**src/rtl/btn_pkg.sv**
```systemverilog
// Shared types and helpers for the button debouncer.
package btn_pkg;

  // Debounce FSM: two stable idle states, each with a waiting state
  // that confirms a candidate new level.
  typedef enum logic [1:0] {
    S_LOW,
    S_WAIT_HIGH,
    S_HIGH,
    S_WAIT_LOW
  } btn_state_t;

  // Stability counter width; never narrower than one bit so that
  // STABLE_CYCLES == 1 still yields a legal vector.
  function automatic int cnt_width(int n);
    return (n <= 1) ? 1 : $clog2(n);
  endfunction

endpackage

```
**src/rtl/btn_debounce_sync_sync_2ff.sv**
```systemverilog
// Two-stage synchronizer for a single asynchronous input bit.
// Reusable for any other asynchronous level input.
module sync_2ff
  import btn_pkg::*;
(
  input  logic clk,
  input  logic reset,
  input  logic d,
  output logic q
);

  logic s1_q;
  logic s2_q;

  // Shift the raw input through two flops; only the second stage leaves.
  always_ff @(posedge clk) begin
    if (reset) begin
      s1_q <= 1'b0;
      s2_q <= 1'b0;
    end else begin
      s1_q <= d;
      s2_q <= s1_q;
    end
  end

  assign q = s2_q;

endmodule

```
**src/rtl/btn_debounce_sync.sv**
```systemverilog
// Button/switch conditioner: synchronizes a raw input, rejects glitches
// shorter than the stability window, and emits a debounced level,
// single-cycle rise/fall pulses and a wrapping press counter.
module btn_debounce_sync
  import btn_pkg::*;
#(
  parameter int STABLE_CYCLES = 4,
  parameter int PRESS_W       = 8
) (
  input  logic               clk,
  input  logic               reset,
  input  logic               btn_in,
  output logic               btn_level,
  output logic               btn_rise,
  output logic               btn_fall,
  output logic [PRESS_W-1:0] press_count
);

  localparam int CNT_W = cnt_width(STABLE_CYCLES);
  localparam logic [CNT_W-1:0] CNT_MAX = CNT_W'(STABLE_CYCLES - 1);

  logic               btn_sync;

  btn_state_t         state_q, state_d;
  logic [CNT_W-1:0]   cnt_q, cnt_d;
  logic               level_q, level_d;
  logic               rise_q, rise_d;
  logic               fall_q, fall_d;
  logic [PRESS_W-1:0] count_q, count_d;

  sync_2ff u_sync (
    .clk   (clk),
    .reset (reset),
    .d     (btn_in),
    .q     (btn_sync)
  );

  // State, counter and output registers; reset overrides everything.
  always_ff @(posedge clk) begin
    if (reset) begin
      state_q <= S_LOW;
      cnt_q   <= '0;
      level_q <= 1'b0;
      rise_q  <= 1'b0;
      fall_q  <= 1'b0;
      count_q <= '0;
    end else begin
      state_q <= state_d;
      cnt_q   <= cnt_d;
      level_q <= level_d;
      rise_q  <= rise_d;
      fall_q  <= fall_d;
      count_q <= count_d;
    end
  end

  // Next-state logic: a candidate level must persist for the whole window
  // in a WAIT state; any reversal drops back to the idle state it came from.
  always_comb begin
    state_d = state_q;
    cnt_d   = cnt_q;
    level_d = level_q;
    rise_d  = 1'b0;
    fall_d  = 1'b0;
    count_d = count_q;

    unique case (state_q)
      S_LOW: begin
        if (btn_sync) begin
          state_d = S_WAIT_HIGH;
          cnt_d   = '0;
        end
      end

      S_WAIT_HIGH: begin
        if (!btn_sync) begin
          state_d = S_LOW;
        end else if (cnt_q == CNT_MAX) begin
          state_d = S_HIGH;
          level_d = 1'b1;
          rise_d  = 1'b1;
          count_d = count_q + PRESS_W'(1);
        end else begin
          cnt_d = cnt_q + CNT_W'(1);
        end
      end

      S_HIGH: begin
        if (!btn_sync) begin
          state_d = S_WAIT_LOW;
          cnt_d   = '0;
        end
      end

      S_WAIT_LOW: begin
        if (btn_sync) begin
          state_d = S_HIGH;
        end else if (cnt_q == CNT_MAX) begin
          state_d = S_LOW;
          level_d = 1'b0;
          fall_d  = 1'b1;
        end else begin
          cnt_d = cnt_q + CNT_W'(1);
        end
      end

      default: begin
        state_d = S_LOW;
        cnt_d   = '0;
      end
    endcase
  end

  assign btn_level   = level_q;
  assign btn_rise    = rise_q;
  assign btn_fall    = fall_q;
  assign press_count = count_q;

endmodule

```
**config.mk**
```make
export PLATFORM = sky130hd
export DESIGN_NAME = btn_debounce_sync
export DESIGN_NICKNAME = d
export VERILOG_FILES = /design/src/rtl/btn_pkg.sv /design/src/rtl/btn_debounce_sync_sync_2ff.sv /design/src/rtl/btn_debounce_sync.sv
export SDC_FILE = /design/constraint.sdc
export NUM_CORES = 1
export LEC_CHECK = 0
export CAP_MARGIN = 20
export CORE_MARGIN = 4
export CORE_UTILIZATION = 46
export DETAILED_ROUTE_END_ITERATION = 7
export HOLD_SLACK_MARGIN = 0.06
export PLACE_DENSITY_LB_ADDON = 0.1
export SLEW_MARGIN = 10
export SYNTH_ARGS = -nofsm -noshare
export SYNTH_HDL_FRONTEND = slang
export SYNTH_HIERARCHICAL = 1
export SYNTH_SLANG_ARGS = --single-unit
```
**constraint.sdc**
```tcl
create_clock -name clk -period 1.9 [get_ports clk]
set_clock_uncertainty 0.05 [all_clocks]
set_input_delay 0.285 -clock clk [delete_from_list [all_inputs] [get_ports clk]]
set_output_delay 0.285 -clock clk [all_outputs]
set_load 0.01 [all_outputs]
```
==> impl_metrics.ini, run 1 <==
[power_and_ir_drop]
power_switching_mw = 0.1250
seq_power_share_pct = 62.9
p_sw_share_pct = 21.54
combPwrFrac_pct = 4.0
leakage_nw = 0.3348
max-vdd-ir-drop_v = 0.0004000
p_per_area_mw_per_mm2 = 649.7
total_power_mw = 0.5804
p_clk_share_pct = 33.1
intPower_mw = 0.4554

[critical_path]
path_class = register to register
crit_slowest_cell = or4_1
crit_chain = ha_1, nand4b_4, or4_1, a21oi_1
cp.required_ps = 2070
cp-start-kind = register
cp_top_family = simple AND/OR/NAND/NOR gates
slowest_delay_ps = 550
arrival_ps = 1840
crit_path_end_kind = register
path_max_fanout = 14
worst-path-buf-inv = 0

[yosys]
ys_warn_count = 6
synth.avg_cell_area_sq_um = 9.924
syn_nets = 79
synth_edf_count = 0
synth.top_cell.area_share_pct = 46.98
synth.area.top_cells = dfxtp_1 (47%), a21oi_1 (6.9%), ha_1 (5.2%)
yosysTopAreaCell = dfxtp_1
synth.cell_area_sq_um = 724.4
ys_ff_latch = 17
synth_cells = 73
async_reset_ff_share_pct = 0
synth_cell_types = 25
synth-seq-area-share_pct = 46.98
synth_flop_cell = dfxtp_1

[drt]
wl_per_cell_microns = 12.14
post_drt_via_cell_ratio = 5.467
dr.pass1.iters = 4
num_vias = 574
totalWireLength_mm = 1.275
drc = 0
drtIter0Drc = 7
ant_nets = 0

[timing]
slew_viol_final = 0
layout_setup_ws_ps = 231.9
fin_tns_setup_ps = 0
whs_ps = 419.0
finalSetupViolCount = 0
min_period_ps = 1668
finalHoldViolCount = 0
worst_pin_slew_ps = 337.2
max_freq_mhz = 599.5
period_share_pct = 87.80
relSlewSlack_pct = 77.45
rsz0062_at_grt = no

[global_routing]
grt.busiest_layer = met2
global_route.usage.met3_pct = 2.256
grt_pass1_wl_mm = 2.159
use_met1_pct = 15.49
grt_max_degree = 15
first_global_vias = 521
antenna_found_initial = 0
met2_usage_pct = 23.22
grtUsageTotal_pct = 13.97
overflow = 0

[die]
die_h_microns = 47.69
rows = 14
ios = 14
die_w_microns = 47.69
start_util_pct = 48.66
dieArea_sq_mm = 0.002274
coreArea_sq_mm = 0.001489

[layout]
mostFrequentLayoutCells = dfxtp_1 (17), clkdlybuf4s50_1 (13), a21oi_1 (10)
syn2layout_area_growth_pct = 23.32
layoutNonFillerInstCount = 105
layout-drive-gt1-share_pct = 7.865
nFillCells = 131
fin_util_pct = 60.00
nets = 96
diodes = 0
fin_area_sq_um = 893.4
layout_commonest_cell = dfxtp_1

[clock_tree]
clockRootBuffer = clkbuf_4
cts_tree = done
htree_levels = 1
postCtsHoldBufs = 0
clock_path_buffers = 2
cts-resized-gates = 0
path_clk_slew_ps = 100
cts_made_buffers = 3
clkLatencyLatePin_ps = 290
cts.sinks = 17
cts_setup_buffers = 0

[placed_design]
post_dp_cell_area_sq_um = 867.1
pre_cts_slack_ps = 244.6
dpl.cell_count = 101
globalplace.congestion = 0.7632
dp_hpwl_microns = 949
port-buffer-count = 13

[outcome]
status = finished clean

[flow_run]
cap_violations = 0

[min_path]
holdCritPathClass = register to register
-- power by group through the flow --
stage                     registers [mW]  clock network (mW)  logic, mW
after floorplan                    0.374                   0    0.00984
after global placement             0.374                   0     0.0235
after detailed placement           0.374                   0     0.0237
after CTS                          0.365               0.203     0.0237
after global routing               0.366               0.223     0.0263
final                              0.365               0.192     0.0232
-- cells in the mapped netlist (all sizes together), types with 2 or more instances --
library cell / n
o21ai: 4
or4: 5
nor4b: 2
ha: 3
nor2: 2
nand2: 5
dfxtp: 17
nor2b: 2
o31ai: 5
inv: 3
nand3: 2
a21oi: 10
-- final cells by class --
type / count / area (sq um) / share of cell area [%]
Tap cell: 16 / 20.02 / 2.241
Sequential cell: 17 / 340.3 / 38.10
Timing Repair Buffer: 14 / 137.6 / 15.41
Inverter: 3 / 11.26 / 1.261
Clock buffer: 4 / 26.28 / 2.941
Multi-Input combinational cell: 51 / 357.8 / 40.06
-- state kept, by name (all words and copies together), names as in the netlist, named ones only --
| signal | flops |
|---|---|
| state_q | 1 |
| u_sync/q | 1 |
| cnt_q | 2 |
| u_sync/s1_q | 1 |
| btn_fall | 1 |
| btn_level | 1 |
| press_count | 8 |
| btn_rise | 1 |
-- path summary, 6_finish.rpt --
| kind | from | end | slack, ps | cells past startpoint |
|---|---|---|---|---|
| max | cnt_q[0] | press_count[5] | 230 | 4 |
| min | u_sync/s1_q | u_sync/q | 420 | 1 |
| max reg2reg | cnt_q[0] | press_count[5] | 230 | 4 |
| min reg2reg | u_sync/s1_q | u_sync/q | 420 | 1 |
-- cell families (layout without fill, tap and decap cells) --
family	count (synthesis)	in the layout	synth area share [%]
muxes	1	1	1.382
xor gates and xnor gates	2	2	2.418
DFF	17	17	46.98
and+or+nand+nor	24	24	23.49
AOI/OAI and AO/OA	21	21	16.93
adders and majority gates	3	3	5.182
buffers and inverters	5	21	3.626
-- metal layers --
metal | up-vias | share of wire [%]
li1 | 304 | -
met1 | 256 | 43
met2 | 10 | 51
met3 | 4 | 3.6
met4 | 0 | 2.5
met5 | - | 0
(Power assumes the default switching activity.)
==> run 2, diff against run 1 <==
Clock period 1.9 ns to 1.8 ns, I/O delays scaled along.
==> run 2 against run 1 <==
Critical path depth is the same. Combinational power grew 6%. Cell count is the same. Sequential cell count is the same. Sequential share of layout area shrank 0.11 points. Via count grew 1.2%. Highest routed layer unchanged. Die area is the same. Clock power grew 6%. Sequential power grew 5.8%.
==> impl_metrics.ini, run 2 (synthesized netlist as in run 1, its figures left out) <==
[outcome]
status = finished clean

[global_routing]
grtUsageTotal_pct = 13.97
antenna_found_initial = 0
overflow = 0
grt_pass1_wl_mm = 2.159
grt_max_degree = 15
first_global_vias = 521

[timing]
rsz0062_at_grt = no
finalHoldViolCount = 0
min_period_ps = 1647
worst_pin_slew_ps = 337.1
fin_tns_setup_ps = 0
period_share_pct = 91.49
relSlewSlack_pct = 77.45
finalSetupViolCount = 0
slew_viol_final = 0
max_freq_mhz = 607.2

[drt]
wl_met2_microns = 658
num_vias = 581
wl_met1_microns = 540
dr_wl_met3_microns = 48
post_drt_via_cell_ratio = 5.533
ant_nets = 0
drc = 0
wl_per_cell_microns = 12.19
top_layer_used = met4
totalWireLength_mm = 1.280
drtIter0Drc = 7
dr.pass1.iters = 4

[power_and_ir_drop]
seq_power_share_pct = 62.9
p_per_area_mw_per_mm2 = 684.2
intPower_mw = 0.4807
p_clk_share_pct = 33.1
power_switching_mw = 0.1323
total_power_mw = 0.6130
combPwrFrac_pct = 4.0
max-vdd-ir-drop_v = 0.0004222
p_sw_share_pct = 21.59
leakage_nw = 0.3317

[clock_tree]
cts_made_buffers = 3
cts_tree = done
path_clk_slew_ps = 100
clockRootBuffer = clkbuf_4
postCtsHoldBufs = 0
clkLatencyLatePin_ps = 290
clock_path_buffers = 2
htree_levels = 1
cts.sinks = 17

[layout]
syn2layout_area_growth_pct = 23.66
diodes = 0
layout-drive-gt1-share_pct = 8.989
nets = 96
largest_register_ffs = 8
layout_commonest_cell = dfxtp_1
layoutNonFillerInstCount = 105
mostFrequentLayoutCells = dfxtp_1 (17), clkdlybuf4s50_1 (13), a21oi_1 (10)

[critical_path]
crit_path_end_kind = register
path_class = register to register
cp.required_ps = 1970
cp-start-kind = register
worst-path-buf-inv = 0
crit_chain = ha_2, nand4b_4, or4_1, a21oi_1
path_max_fanout = 14
path_depth = 4
cp_top_family = simple AND/OR/NAND/NOR gates
crit_slowest_cell = or4_1
reg2regPathDepth = 4
slowest_delay_ps = 550
arrival_ps = 1820

[die]
die_w_microns = 47.69
dieArea_sq_mm = 0.002274
ios = 14
rows = 14
start_util_pct = 48.66
die_h_microns = 47.69
coreArea_sq_mm = 0.001489

[placed_design]
dp_hpwl_microns = 949
port-buffer-count = 13
dpl.cell_count = 101
globalplace.congestion = 0.7632

[flow_run]
cap_violations = 0

[min_path]
min_path_cells = 1
holdCritPathClass = register to register
-- run 2: layout make-up --
class / count / area (sq um)
clock buffers: 4 / 26.28
fillers: 132 / 593.1
inverters: 3 / 11.26
multi-input cells: 51 / 360.3
flip-flops and latches: 17 / 340.3
well taps: 16 / 20.02
repair buffers: 14 / 137.6
-- run 2: worst paths after layout --
check,start,end,slack (ps)
max,cnt_q[0],press_count[5],150
max reg2reg,cnt_q[0],press_count[5],150
min reg2reg,u_sync/s1_q,u_sync/q,420
min,u_sync/s1_q,u_sync/q,420
-- run 2: worst reg2reg max path, stage by stage, from the launching register on --
cell and delay (ps):
dfxtp_1 380, ha_2 230, nand4b_4 210, or4_1 560, a21oi_1 150
-- run 2: layer usage --
layer / GRT usage (%) / vias up
li1: - / 304
met1: 15.49 / 261
met2: 23.22 / 12
met3: 2.256 / 4
met4: 11.29 / 0
met5: 0 / -
-- run 2: power groups by stage --
stage	sequential [mW]	combinational, mW	clock [mW]
floorplan	0.395	0.0104	0
global route	0.386	0.0277	0.235
finish	0.386	0.0245	0.203
CTS	0.386	0.0250	0.215
detailed placement	0.394	0.0250	0
global placement	0.394	0.0248	0
-- run 2: timing repair --
action / CTS / global route
endpoints found under the setup margin: 0 / 1
gates resized for setup: 0 / 1
buffers inserted: 0 / 0
-- run 2: through the flow --
step	hold WS [ps]	worst slack, ps	util (%)	area (sq um)
finish	418.4	153.1	60.17	895.9
global route	421.9	10.52	60.17	895.9
CTS	419.4	126.2	60.00	893.4
detailed placement	395.6	144.6	58.24	867.1
global placement	393.3	198.0	58.24	867.1
floorplan	289.1	249.9	-	724.4
